## config.mk

```make
export PLATFORM = sky130hd
export DESIGN_NAME = multicycle_control_fsm_flat
export DESIGN_NICKNAME = d
export VERILOG_FILES = /design/src/rtl/multicycle_control_fsm_if.sv /design/src/rtl/multicycle_control_fsm.sv /design/src/flat_wrapper.sv
export SDC_FILE = /design/constraint.sdc
export NUM_CORES = 1
export LEC_CHECK = 0
export ABC_CLOCK_PERIOD_IN_PS = 3150
export CAP_MARGIN = 20
export CORE_MARGIN = 8
export CORE_UTILIZATION = 50
export CTS_CLUSTER_DIAMETER = 60
export DETAILED_ROUTE_END_ITERATION = 10
export PLACE_DENSITY = 0.82
export SYNTH_ARGS = -nofsm -noshare
export SYNTH_HDL_FRONTEND = slang
export SYNTH_SLANG_ARGS = --single-unit
```

## constraint.sdc

```tcl
create_clock -name clock -period 3.15 [get_ports clock]
set_input_delay 0.63 -clock clock [delete_from_list [all_inputs] [get_ports clock]]
set_output_delay 0.63 -clock clock [all_outputs]
set_load 0.01 [all_outputs]
```

## src/rtl/multicycle_control_fsm_if.sv

```systemverilog
// Shared memory port handshake between the sequencer and the memory.
// The sequencer holds mem_req/mem_we steady until the memory returns mem_ready.
interface multicycle_control_fsm_if;
   logic mem_req;
   logic mem_we;
   logic mem_ready;

   modport master (
      output mem_req,
      output mem_we,
      input  mem_ready
   );

   modport slave (
      input  mem_req,
      input  mem_we,
      output mem_ready
   );
endinterface

```

## src/rtl/multicycle_control_fsm.sv

```systemverilog
// Multi-cycle sequencer for the MIPS datapath. It steps each instruction through
// fetch/decode/execute/memory/writeback. It drives the per-cycle datapath strobes
// and shares one memory port between instruction fetch and data access.
module multicycle_control_fsm #(
   parameter int unsigned CNT_W = 32
) (
   input  logic                       clock,
   input  logic                       reset,
   input  logic [5:0]                 Op_code,
   input  logic                       Zero,
   multicycle_control_fsm_if.master   mem,
   output logic                       ir_write,
   output logic                       pc_write,
   output logic [1:0]                 pc_src,
   output logic [1:0]                 alu_src_b,
   output logic                       reg_write,
   output logic                       reg_dst,
   output logic                       mem_to_reg,
   output logic [3:0]                 state,
   output logic                       illegal,
   output logic [CNT_W-1:0]           instr_count
);

   localparam logic [5:0] OpRtype = 6'b000000;
   localparam logic [5:0] OpAddi  = 6'b001000;
   localparam logic [5:0] OpSlti  = 6'b001010;
   localparam logic [5:0] OpAndi  = 6'b001100;
   localparam logic [5:0] OpOri   = 6'b001101;
   localparam logic [5:0] OpLw    = 6'b100011;
   localparam logic [5:0] OpSw    = 6'b101011;
   localparam logic [5:0] OpBeq   = 6'b000100;
   localparam logic [5:0] OpJ     = 6'b000010;

   typedef enum logic [3:0] {
      StFetch  = 4'd0,
      StDecode = 4'd1,
      StExecR  = 4'd2,
      StWbR    = 4'd3,
      StExecI  = 4'd4,
      StWbI    = 4'd5,
      StAddr   = 4'd6,
      StMemRd  = 4'd7,
      StMemWb  = 4'd8,
      StMemWr  = 4'd9,
      StBranch = 4'd10,
      StJump   = 4'd11,
      StHalt   = 4'd15
   } state_e;

   state_e           state_q, state_d;
   logic             illegal_q;
   logic [CNT_W-1:0] count_q;
   logic             retire;

   assign state       = state_q;
   assign illegal     = illegal_q;
   assign instr_count = count_q;

   // Next-state decode and strobes from registered state; reset forces all strobes low.
   always_comb begin
      state_d    = state_q;
      retire     = 1'b0;
      mem.mem_req = 1'b0;
      mem.mem_we  = 1'b0;
      ir_write   = 1'b0;
      pc_write   = 1'b0;
      pc_src     = 2'b00;
      alu_src_b  = 2'b00;
      reg_write  = 1'b0;
      reg_dst    = 1'b0;
      mem_to_reg = 1'b0;

      case (state_q)
         StFetch: begin
            mem.mem_req = 1'b1;
            if (mem.mem_ready) begin
               ir_write = 1'b1;
               pc_write = 1'b1;
               state_d  = StDecode;
            end
         end
         StDecode: begin
            alu_src_b = 2'b11;
            case (Op_code)
               OpRtype:                        state_d = StExecR;
               OpAddi, OpSlti, OpAndi, OpOri:  state_d = StExecI;
               OpLw, OpSw:                     state_d = StAddr;
               OpBeq:                          state_d = StBranch;
               OpJ:                            state_d = StJump;
               default:                        state_d = StHalt;
            endcase
         end
         StExecR: begin
            state_d = StWbR;
         end
         StWbR: begin
            reg_write = 1'b1;
            reg_dst   = 1'b1;
            retire    = 1'b1;
            state_d   = StFetch;
         end
         StExecI: begin
            alu_src_b = 2'b10;
            state_d   = StWbI;
         end
         StWbI: begin
            reg_write = 1'b1;
            retire    = 1'b1;
            state_d   = StFetch;
         end
         StAddr: begin
            alu_src_b = 2'b10;
            state_d   = (Op_code == OpLw) ? StMemRd : StMemWr;
         end
         StMemRd: begin
            mem.mem_req = 1'b1;
            if (mem.mem_ready) begin
               state_d = StMemWb;
            end
         end
         StMemWb: begin
            reg_write  = 1'b1;
            mem_to_reg = 1'b1;
            retire     = 1'b1;
            state_d    = StFetch;
         end
         StMemWr: begin
            mem.mem_req = 1'b1;
            mem.mem_we  = 1'b1;
            if (mem.mem_ready) begin
               retire  = 1'b1;
               state_d = StFetch;
            end
         end
         StBranch: begin
            pc_src   = 2'b01;
            pc_write = Zero;
            retire   = 1'b1;
            state_d  = StFetch;
         end
         StJump: begin
            pc_src   = 2'b10;
            pc_write = 1'b1;
            retire   = 1'b1;
            state_d  = StFetch;
         end
         StHalt: begin
            state_d = StHalt;
         end
         // Unused encodings recover to fetch.
         default: begin
            state_d = StFetch;
         end
      endcase

      if (reset) begin
         mem.mem_req = 1'b0;
         mem.mem_we  = 1'b0;
         ir_write   = 1'b0;
         pc_write   = 1'b0;
         pc_src     = 2'b00;
         alu_src_b  = 2'b00;
         reg_write  = 1'b0;
         reg_dst    = 1'b0;
         mem_to_reg = 1'b0;
         retire     = 1'b0;
      end
   end

   // State register, sticky illegal flag and retired-instruction counter.
   always_ff @(posedge clock) begin
      if (reset) begin
         state_q   <= StFetch;
         illegal_q <= 1'b0;
         count_q   <= '0;
      end else begin
         state_q <= state_d;
         if (state_d == StHalt) begin
            illegal_q <= 1'b1;
         end
         if (retire) begin
            count_q <= count_q + CNT_W'(1);
         end
      end
   end

endmodule
```

## src/flat_wrapper.sv

```systemverilog
// flat-port wrapper written by rule: the top's interface ports become plain ports
module multicycle_control_fsm_flat 
#(
   parameter int unsigned CNT_W = 32
)
  (clock, reset, Op_code, Zero, ir_write, pc_write, pc_src, alu_src_b, reg_write, reg_dst, mem_to_reg, state, illegal, instr_count, mem_mem_req, mem_mem_we, mem_mem_ready);
  multicycle_control_fsm_if mem_i ();
  input  logic clock;
  input  logic reset;
  input  logic [5:0] Op_code;
  input  logic Zero;
  output logic ir_write;
  output logic pc_write;
  output logic [1:0] pc_src;
  output logic [1:0] alu_src_b;
  output logic reg_write;
  output logic reg_dst;
  output logic mem_to_reg;
  output logic [3:0] state;
  output logic illegal;
  output logic [CNT_W-1:0] instr_count;
  output wire logic [$bits(mem_i.mem_req)-1:0] mem_mem_req;
  output wire logic [$bits(mem_i.mem_we)-1:0] mem_mem_we;
  input wire logic [$bits(mem_i.mem_ready)-1:0] mem_mem_ready;
  assign mem_mem_req = mem_i.mem_req;
  assign mem_mem_we = mem_i.mem_we;
  assign mem_i.mem_ready = mem_mem_ready;
  multicycle_control_fsm #(.CNT_W(CNT_W)) u_core (.clock(clock), .reset(reset), .Op_code(Op_code), .Zero(Zero), .mem(mem_i), .ir_write(ir_write), .pc_write(pc_write), .pc_src(pc_src), .alu_src_b(alu_src_b), .reg_write(reg_write), .reg_dst(reg_dst), .mem_to_reg(mem_to_reg), .state(state), .illegal(illegal), .instr_count(instr_count));
endmodule
```

==> flow_metrics.env <==
export IMPL_port_buffers=57
export IMPL_cts_buffer_depth=2
export IMPL_rows=23
export IMPL_irDropWorstVdd_mv=0.339
export IMPL_cts_sinks=37
export IMPL_synth_top_area_share_pct=34.7
export IMPL_yosys_warnings=0
export IMPL_yosysSeqAreaShare_pct=34.7
export IMPL_crit_required_ns=2.52
export IMPL_fin_setup_tns_ns=0
export IMPL_crit_type="in2out"
export IMPL_grt_pass1_wl_um=9050
export IMPL_setup_viol=0
export IMPL_start_kind="primary input"
export IMPL_synth_ff_latch_count=37
export IMPL_postCtsSetupBuffers=0
export IMPL_routed_top_layer="met4"
export IMPL_synthSimpleGateAreaFrac_pct=32.7
export IMPL_synth_adder_area_share_pct=0.587
export IMPL_max_clock_freq_ghz=0.341
export IMPL_drtIter0Drc=105
export IMPL_cts_root_buf="clkbuf_8"
export IMPL_final_min_clock_period_ns=2.93
export IMPL_slew_headroom_pct=48.2
export IMPL_final_cells=369
export IMPL_worstSkewPairLatency_ns=0.29
export IMPL_wire_per_inst_um=15.1
export IMPL_syn_to_final_growth_pct=31.6
export IMPL_synth_ff_type="dfxtp_1"
export IMPL_worst_hold_path_type="reg2reg"
export IMPL_synth_most_common_cell="dfxtp_1"
export IMPL_worst_slew_pin_slew_ns=0.771
export IMPL_synthTopCellsByCount="dfxtp_1, a21oi_1, nor2_1"
export IMPL_cp_startpoint="reset"
export IMPL_fin_crit_sh_pct=93.2
export IMPL_fp_dieW_um=81.3
export IMPL_worstHoldStart="u_core.instr_count[31]"
export IMPL_yosys_area_share_xor_xnor_pct=4.93
export IMPL_synth_compound_area_share_pct=21.8
export IMPL_synth_area_um2=2130
export IMPL_placed_cells=362
export IMPL_globalplace_congestion=0.821
export IMPL_async_reset_ff_share_pct=0
export IMPL_first_pass_iters=4
export IMPL_via_per_inst=6.00
export IMPL_grt_use_total_pct=16.5
export IMPL_synth_largest_area_cell="dfxtp_1"
export IMPL_cts_clk_slew_worst_paths_ns=0.07
export IMPL_diodes=0
export IMPL_cp_arrival_ns=2.30
export IMPL_globalRouteOverflowTotal=0
export IMPL_nNetsFinal=330
export IMPL_grt_pass1_vias=2051
export IMPL_numCtsBuffers=5
export IMPL_drv_slew=0
export IMPL_cts_tree="done"
export IMPL_synth_edff_count=0
export IMPL_ios=58
export IMPL_antenna_found_initial=0
export IMPL_maxCapViolCount=0
export IMPL_netlist_instances=270
export IMPL_postRouteAntennaNets=0
export IMPL_dpl_hpwl_um=3990
export IMPL_core_um2=4060
export IMPL_fp_dieH_um=81.3
export IMPL_dieArea_um2=6610
export IMPL_hold_buffers=0
export IMPL_synth_mux_area_fraction_pct=0.528
export IMPL_post_route_drc_count=0
export IMPL_cp_max_fo=5
export IMPL_grt_max_degree=24
export IMPL_r2r_start="u_core.state[1]"
export IMPL_start_util_pct=52.6
export IMPL_leakagePower_nw=0.854
export IMPL_synthDistinctLibCells=46
export IMPL_fin_worst_skew_ns=0.00488
export IMPL_wl_met3_um=426
export IMPL_vias=2213
export IMPL_m1WireLength_um=2570
export IMPL_drt_wl_total_um=5570
export IMPL_power_mw=1.34
export IMPL_synth_top_family_by_area="simple AND/OR/NAND/NOR gates"
export IMPL_critPathCaptureType="output pin"
export IMPL_rsz0062_at_grt="no"
export IMPL_ctsResizeCount=0
export IMPL_yosys_top_cells_area="dfxtp_1, a21oi_1, o31ai_1"
export IMPL_power_density_nw_per_um2=477
export IMPL_syn_area_per_cell_um2=7.90
export IMPL_synth_fp_nets=281
export IMPL_drive_gt1_share_pct=7.21
export IMPL_wl_met2_um=2500
export IMPL_hold_violations=0
export IMPL_status="finished, final reports clean"
export IMPL_h_tree_depth=2
==> worst paths after layout <==
| check | to | slack (ns) | cells past startpoint |
|---|---|---|---|
| worst max-delay path | mem_to_reg | 0.22 | 4 |
| worst min-delay path | u_core.instr_count[31] | 0.49 | 2 |
| worst max register to register | u_core.instr_count[14] | 0.75 | 5 |
| worst min register to register | u_core.instr_count[31] | 0.49 | 2 |
==> area by class of cell <==
class | count | area [µm²]
clock buffer | 7 | 86.3
timing repair buffer | 63 | 616
tap | 50 | 62.6
fill | 353 | 1250
inverter | 3 | 11.3
multi-input combinational | 209 | 1290
sequential | 37 | 741
==> power by group <==
part | internal (mW) | switching (mW)
Clock | 0.174 | 0.169
Sequential | 0.491 | 0.0615
Combinational | 0.223 | 0.220
==> metal layers <==
layer  track usage, %  up-vias
met5                0        -
met4             5.54        0
met3             5.96        8
met2             27.1       65
met1             19.5     1031
li1                 -     1109
==> per-stage QoR <==
stage                     area (µm²)  utilization, %  hold WS [ns]  setup slack (ns)
final                           2810            69.2         0.495             0.215
after global routing            2810            69.2         0.524             0.151
after CTS                       2810            69.2         0.491             0.180
after detailed placement        2720            67.1         0.480             0.199
after global placement          2720            67.1         0.472             0.265
after floorplan                 2130               -         0.496             0.854
==> layout by cell type (no fill, tap or decap), drive strengths merged, types with 2 or more instances in the layout <==
master          n
clkdlybuf4s50  57
dfxtp          37
a21oi          31
nor2           26
nand2          21
or4            18
o31ai          18
xnor2          12
nand3          11
o21ai           8
a211oi          7
clkbuf          7
nand4           6
buf             6
nor3            5
or3             5
nor4            4
nand2b          4
and3            4
inv             3
or3b            2
nor2b           2
nor3b           2
and4b           2
a21o            2
or2             2
nor4b           2
nand4b          2
==> kinds of logic (layout without fill, tap and decap cells) <==
kind of cell / after synthesis / after routing
DFF: 37 / 37
muxes: 1 / 1
xor gates and xnor gates: 12 / 12
and+or+nand+nor: 121 / 121
AOI/OAI and AO/OA: 74 / 74
adders and majority gates: 1 / 1
buffers and inverters: 24 / 73
==> registers in the layout, indices dropped and copies added, names as in the netlist <==
register / count
u_core.illegal: 1
u_core.state: 4
u_core.instr_count: 32
==> critical path, stage by stage <==
cell	delay, ns
clkdlybuf4s50_1	0.42
or3b_2	0.51
nor3_1	0.18
clkdlybuf4s50_1	0.57
Note: power is estimated with default switching activity, not from simulation.
